[config.mk]
export PLATFORM = sky130hd
export DESIGN_NAME = prog_loader
export DESIGN_NICKNAME = d
export VERILOG_FILES = /design/src/rtl/prog_loader.sv
export SDC_FILE = /design/constraint.sdc
export NUM_CORES = 1
export LEC_CHECK = 0
export BUFFER_PORTS_ARGS = -buffer_cell sky130_fd_sc_hd__buf_2
export CAP_MARGIN = 10
export CORE_ASPECT_RATIO = 1.1
export CORE_MARGIN = 3
export CORE_UTILIZATION = 34
export DETAILED_ROUTE_END_ITERATION = 6
export PLACE_DENSITY_LB_ADDON = 0.15
export SETUP_SLACK_MARGIN = 0.2
export SYNTH_ARGS = -nofsm -noshare
export SYNTH_HDL_FRONTEND = slang
export SYNTH_SLANG_ARGS = --single-unit
[constraint.sdc]
create_clock -name clk -period 3.6 [get_ports clk]
set_input_delay 0.36 -clock clk [delete_from_list [all_inputs] [get_ports clk]]
set_output_delay 0.36 -clock clk [all_outputs]
set_load 0.1 [all_outputs]
[src/rtl/prog_loader.sv]
// Program-memory writer: packs {instr, oprnd} nibble pairs into bytes and writes
// them to consecutive addresses from a base. Optional checksum port: PL_CHECKSUM_EN.
module prog_loader #(
  parameter int ADDR_W = 12
) (
  input  logic              clk,
  input  logic              reset,
  input  logic              start,
  input  logic              abort,
  input  logic [ADDR_W-1:0] base_addr,
  input  logic [ADDR_W:0]   length,
  input  logic              in_valid,
  input  logic [3:0]        in_instr,
  input  logic [3:0]        in_oprnd,
  output logic              in_ready,
  output logic              wr_en,
  output logic [ADDR_W-1:0] wr_addr,
  output logic [7:0]        wr_data,
  output logic              busy,
  output logic              done,
`ifdef PL_CHECKSUM_EN
  output logic [7:0]        checksum,
`endif
  output logic              wrapped
);

  typedef enum logic [1:0] {
    S_IDLE = 2'd0,
    S_LOAD = 2'd1,
    S_DONE = 2'd2
  } state_t;

  state_t              state_q, state_d;
  logic [ADDR_W-1:0]   addr_q, addr_d;
  logic [ADDR_W:0]     remaining_q, remaining_d;
  logic                wr_en_q, wr_en_d;
  logic [ADDR_W-1:0]   wr_addr_q, wr_addr_d;
  logic [7:0]          wr_data_q, wr_data_d;
  logic                wrapped_q, wrapped_d;
  logic [7:0]          csum_q, csum_d;
  logic                xfer_s;
  logic [7:0]          byte_s;

  assign xfer_s = in_valid && (state_q == S_LOAD);
  assign byte_s = {in_instr, in_oprnd};

  // Next-state and datapath computation; abort outranks both transfer and start.
  always_comb begin
    state_d     = state_q;
    addr_d      = addr_q;
    remaining_d = remaining_q;
    wr_en_d     = 1'b0;
    wr_addr_d   = wr_addr_q;
    wr_data_d   = wr_data_q;
    wrapped_d   = wrapped_q;
    csum_d      = csum_q;
    case (state_q)
      S_IDLE: begin
        if (start) begin
          addr_d      = base_addr;
          remaining_d = length;
          wrapped_d   = 1'b0;
          csum_d      = 8'd0;
          if (length == '0) begin
            state_d = S_DONE;
          end else begin
            state_d = S_LOAD;
          end
        end else begin
          state_d = S_IDLE;
        end
      end
      S_LOAD: begin
        if (abort) begin
          state_d = S_IDLE;
        end else if (xfer_s) begin
          wr_en_d     = 1'b1;
          wr_addr_d   = addr_q;
          wr_data_d   = byte_s;
          addr_d      = addr_q + {{(ADDR_W-1){1'b0}}, 1'b1};
          remaining_d = remaining_q - {{ADDR_W{1'b0}}, 1'b1};
          csum_d      = csum_q + byte_s;
          // Only a wrap that is followed by another write counts, so a full
          // load from address 0 does not flag itself as wrapped.
          if ((addr_q == {ADDR_W{1'b1}}) && (remaining_q != {{ADDR_W{1'b0}}, 1'b1})) begin
            wrapped_d = 1'b1;
          end else begin
            wrapped_d = wrapped_q;
          end
          if (remaining_q == {{ADDR_W{1'b0}}, 1'b1}) begin
            state_d = S_DONE;
          end else begin
            state_d = S_LOAD;
          end
        end else begin
          state_d = S_LOAD;
        end
      end
      S_DONE: begin
        state_d = S_IDLE;
      end
      default: begin
        state_d = S_IDLE;
      end
    endcase
  end

  // State and output registers.
  always_ff @(posedge clk or posedge reset) begin
    if (reset) begin
      state_q     <= S_IDLE;
      addr_q      <= '0;
      remaining_q <= '0;
      wr_en_q     <= 1'b0;
      wr_addr_q   <= '0;
      wr_data_q   <= 8'd0;
      wrapped_q   <= 1'b0;
      csum_q      <= 8'd0;
    end else begin
      state_q     <= state_d;
      addr_q      <= addr_d;
      remaining_q <= remaining_d;
      wr_en_q     <= wr_en_d;
      wr_addr_q   <= wr_addr_d;
      wr_data_q   <= wr_data_d;
      wrapped_q   <= wrapped_d;
      csum_q      <= csum_d;
    end
  end

  assign in_ready = (state_q == S_LOAD);
  assign busy     = (state_q != S_IDLE);
  assign done     = (state_q == S_DONE);
  assign wr_en    = wr_en_q;
  assign wr_addr  = wr_addr_q;
  assign wr_data  = wr_data_q;
  assign wrapped  = wrapped_q;
`ifdef PL_CHECKSUM_EN
  assign checksum = csum_q;
`else
  logic unused_csum_s;
  assign unused_csum_s = ^csum_q;
`endif

endmodule

==> summary by stage <==
Yosys
The most frequent cell after synthesis is sky130_fd_sc_hd__dfrtp_1. The yosys synthesis warning count is 0. The mean cell area of the mapped netlist is 9.832 um^2. The number of distinct library cells after synthesis is 42. For this run, asynchronously set or reset flops after synthesis account for 100.0%. The largest area contributor in the netlist is sky130_fd_sc_hd__dfrtp_1. The number of flops mapped to enable cells by yosys is 0. The synthesized area is 2497 um^2. The number of nets in the synthesized netlist is 295.

The share of synthesized area in the top cell type comes to 49.10%. After technology mapping, the gate count stands at 254. Counting flops and latches in the post-synthesis netlist gives 49. After synthesis, the most frequently instantiated cells are 49 x sky130_fd_sc_hd__dfrtp_1, 22 x sky130_fd_sc_hd__a21oi_1, 21 x sky130_fd_sc_hd__o21ai_0.

After synthesis, the cell types taking the most area are sky130_fd_sc_hd__dfrtp_1 49%, sky130_fd_sc_hd__mux2_2 9.0%, sky130_fd_sc_hd__a21oi_1 4.4%, sky130_fd_sc_hd__o21ai_0 4.2%, sky130_fd_sc_hd__nor2_1 2.9%. The register area share after synthesis is 49.10%. The most used flip-flop cell after synthesis is sky130_fd_sc_hd__dfrtp_1.

Global routing
The overall track demand over capacity in global routing is 15.40%. Summed over all layers, the global routing overflow is 0. The first global-routing pass estimated 10.04 mm of wire.

Entering global routing, the biggest net connects 30 pins. The via count of the first global-routing pass is 2039. The initial antenna violation count is 0.

Timing
The final critical-path share of the clock period is 68.61%. Setup repair after global routing left no endpoint under its margin. Across the routed clock network, the largest skew measured is 0.007911 ns. In this run the tightest slew margin relative to its limit is 50.30%.

The final number of setup-violating endpoints is 0. The slew of the pin with the lowest slew margin is 0.7387 ns. The count of final hold-check violations is 0. The smallest clock period supported by the final layout is computed as 2.470 ns. Timing would allow up to 0.4049 GHz. In the final timing run, aggregate negative setup slack is 0 ns. The number of pins with negative max-slew slack in the final report came to 0.

Floorplan
The floorplan step defined a die boundary enclosing 8411 um^2. The number of core rows is 32. The starting density of the core is 35.24%.

The y dimension of the die is 95.89 um. For this design the top-level I/O count stands at 63. The x dimension of the die is 87.72 um. The total area inside the core boundary comes to 7087 um^2.

Drt
The routed design uses 219 um of met3 wire. The highest metal layer carrying signal wires in the routed design is met4. The initial detailed-routing violation count is 129. The first detailed-routing pass ran for 4 iterations.

The total met2 wirelength after detailed routing is 2.909 mm. The count of antenna-violating nets left after detailed routing is 0. For this block, wires on met1 add up to 2.943 mm. In the routed design, unresolved DRC markers number 0. After detailed routing, the average wire length per cell comes to 15.63 um. The number of vias in the routed layout is 2113. The average vias per placed instance is 5.349. Summed over all layers, the routed wires come to 6.174 mm.

Clock tree
Post-CTS repair changed the size of 0 cells. The CTS tree is done. The clock buffer count from CTS is 5. No sink is reached through more buffers than the 2 on the longest clock path.

Clock-pin slew was measured on the worst setup and hold paths at 0.10 ns. After clock tree synthesis, the flow added hold-fix buffers numbering 0. The clock root buffer master is sky130_fd_sc_hd__clkbuf_8.

The setup fix buffers added after clock tree synthesis is 0. The source-to-sink clock delay at the later pin of the worst-skew pair is 0.30 ns. The number of sinks driven by the clock tree is 49. The H-tree was split into 2 levels.

Layout
0 antenna diodes ended up in the layout. The final cell utilization of the core is 41.95%. The area growth from synthesis to layout is 19.04%.

The layout has 711 filler cells. The net total in the final layout is 350. Of the cells placed in the final design, the portion with a size suffix greater than 1 is 31.94%.

Worst setup path
STA classifies the critical path startpoint as a register. The maximum fanout along the worst path is 29. At the worst endpoint, the arrival time is 2.11 ns.

STA puts the critical path data required time at 3.24 ns. The worst setup path is of the reg2out kind. The endpoint kind of the worst setup timing path is an output pin.

Place
At the end of routability-driven placement, the weighted congestion stood at 0.8147. The number of buffers inserted by port buffering is 62. Detailed placement ended at an HPWL of 4.414 mm.

Power and ir drop
The power density over cell area is 864.1 nW/um^2. The reported net switching power is 0.001382 W. The worst-case IR drop observed on VDD is 0.0004560 V.

The static power due to leakage is 1.286 nW. The switching power as a share of total power is 53.81%. The fraction of power consumed by sequential logic is 36.1%. Internal power comes to 0.001187 W.

The clock network burns 13.0% of the power. The share of power burned in combinational logic is 50.9%.

Hold path
The kind of path behind the tightest hold check is in2async.

Job
The max-cap violation count is 0.

Outcome
The run finished with clean final reports.
cells by family after synthesis:
logic type / share of synthesized area, %
compound gates: 18.44
fa+ha+maj: 1.503
buf+inv: 4.258
flops: 49.10
mux: 9.419
simple gates: 17.29
layer usage:
metal	GRT usage (%)	vias to the layer above
met4	4.987	0
met1	21.52	1003
met2	24.25	48
met3	2.568	8
li1	-	1054
met5	0	-
power by group through the flow:
stage	Sequential, W	Combinational [W]	Clock, W
after global placement	0.000931	0.00130	0
final	0.000928	0.00131	0.000334
after global routing	0.000968	0.00139	0.000372
after CTS	0.000927	0.00132	0.000349
after detailed placement	0.000938	0.00131	0
after floorplan	0.00158	0.000424	0
per-stage QoR:
step	worst slack [ns]	instances	area, um^2	power [W]	hold WS, ns
after floorplan	1.492	254	2497	0.002007	0.4569
after detailed placement	1.465	387	2883	0.002252	0.4139
final	1.130	395	2973	0.002569	0.06403
after global placement	1.516	387	2883	0.002231	0.4089
after global routing	0.9831	395	2973	0.002734	0.09760
after CTS	1.126	395	2973	0.002593	0.07243
state kept, by name, summed over array words and instances (netlist names):
name and cells:
addr_q 12, wr_addr 12, wr_en 1, wr_data 8, wrapped 1, remaining_q 13, state_q 2
layout make-up:
type,count,area (um^2),share of cell area [%]
multi-input cells,180,1180,39.69
clock inverters,3,21.27,0.7155
well taps,85,106.4,3.577
flip-flops and latches,49,1226,41.25
inverters,6,22.52,0.7576
clock buffers,5,68.82,2.315
repair buffers,67,347.8,11.70
critical path, cell delays in order (launching register included):
cell and delay, ns:
sky130_fd_sc_hd__dfrtp_1 0.44, sky130_fd_sc_hd__nand2b_1 0.17, sky130_fd_sc_hd__buf_4 0.22, sky130_fd_sc_hd__inv_1 0.44, sky130_fd_sc_hd__buf_2 0.53
final timing paths:
check                                     start                      to  slack (ns)  cells after the start
max                        state_q[1]$_DFF_PP0_                in_ready        1.13                      4
min                                       reset   addr_q[7]$_DFFE_PP0P_        0.06                      2
max reg2reg                state_q[1]$_DFF_PP0_  addr_q[11]$_DFFE_PP0P_        1.52                      7
min reg2reg                 wrapped$_DFFE_PP0P_     wrapped$_DFFE_PP0P_        0.50                      1
max in group asynchronous                 reset    state_q[1]$_DFF_PP0_        2.79                      3
min in group clk                    in_instr[3]  wr_data[7]$_DFFE_PP0P_        0.28                      2
placed cells by master, fill, tap and decap left out, drive strengths merged, types with 4 or more instances in the layout:
cell type,instances
a2bb2oi,6
mux2,20
nor2,19
o22ai,6
o21ai,21
dfrtp,49
a21oi,22
buf,67
inv,7
nand2,18
nor3b,4
nand4,8
or3,4
clkbuf,5
nor4,5
nand3,9
Note: power is estimated with default switching activity, not from simulation.
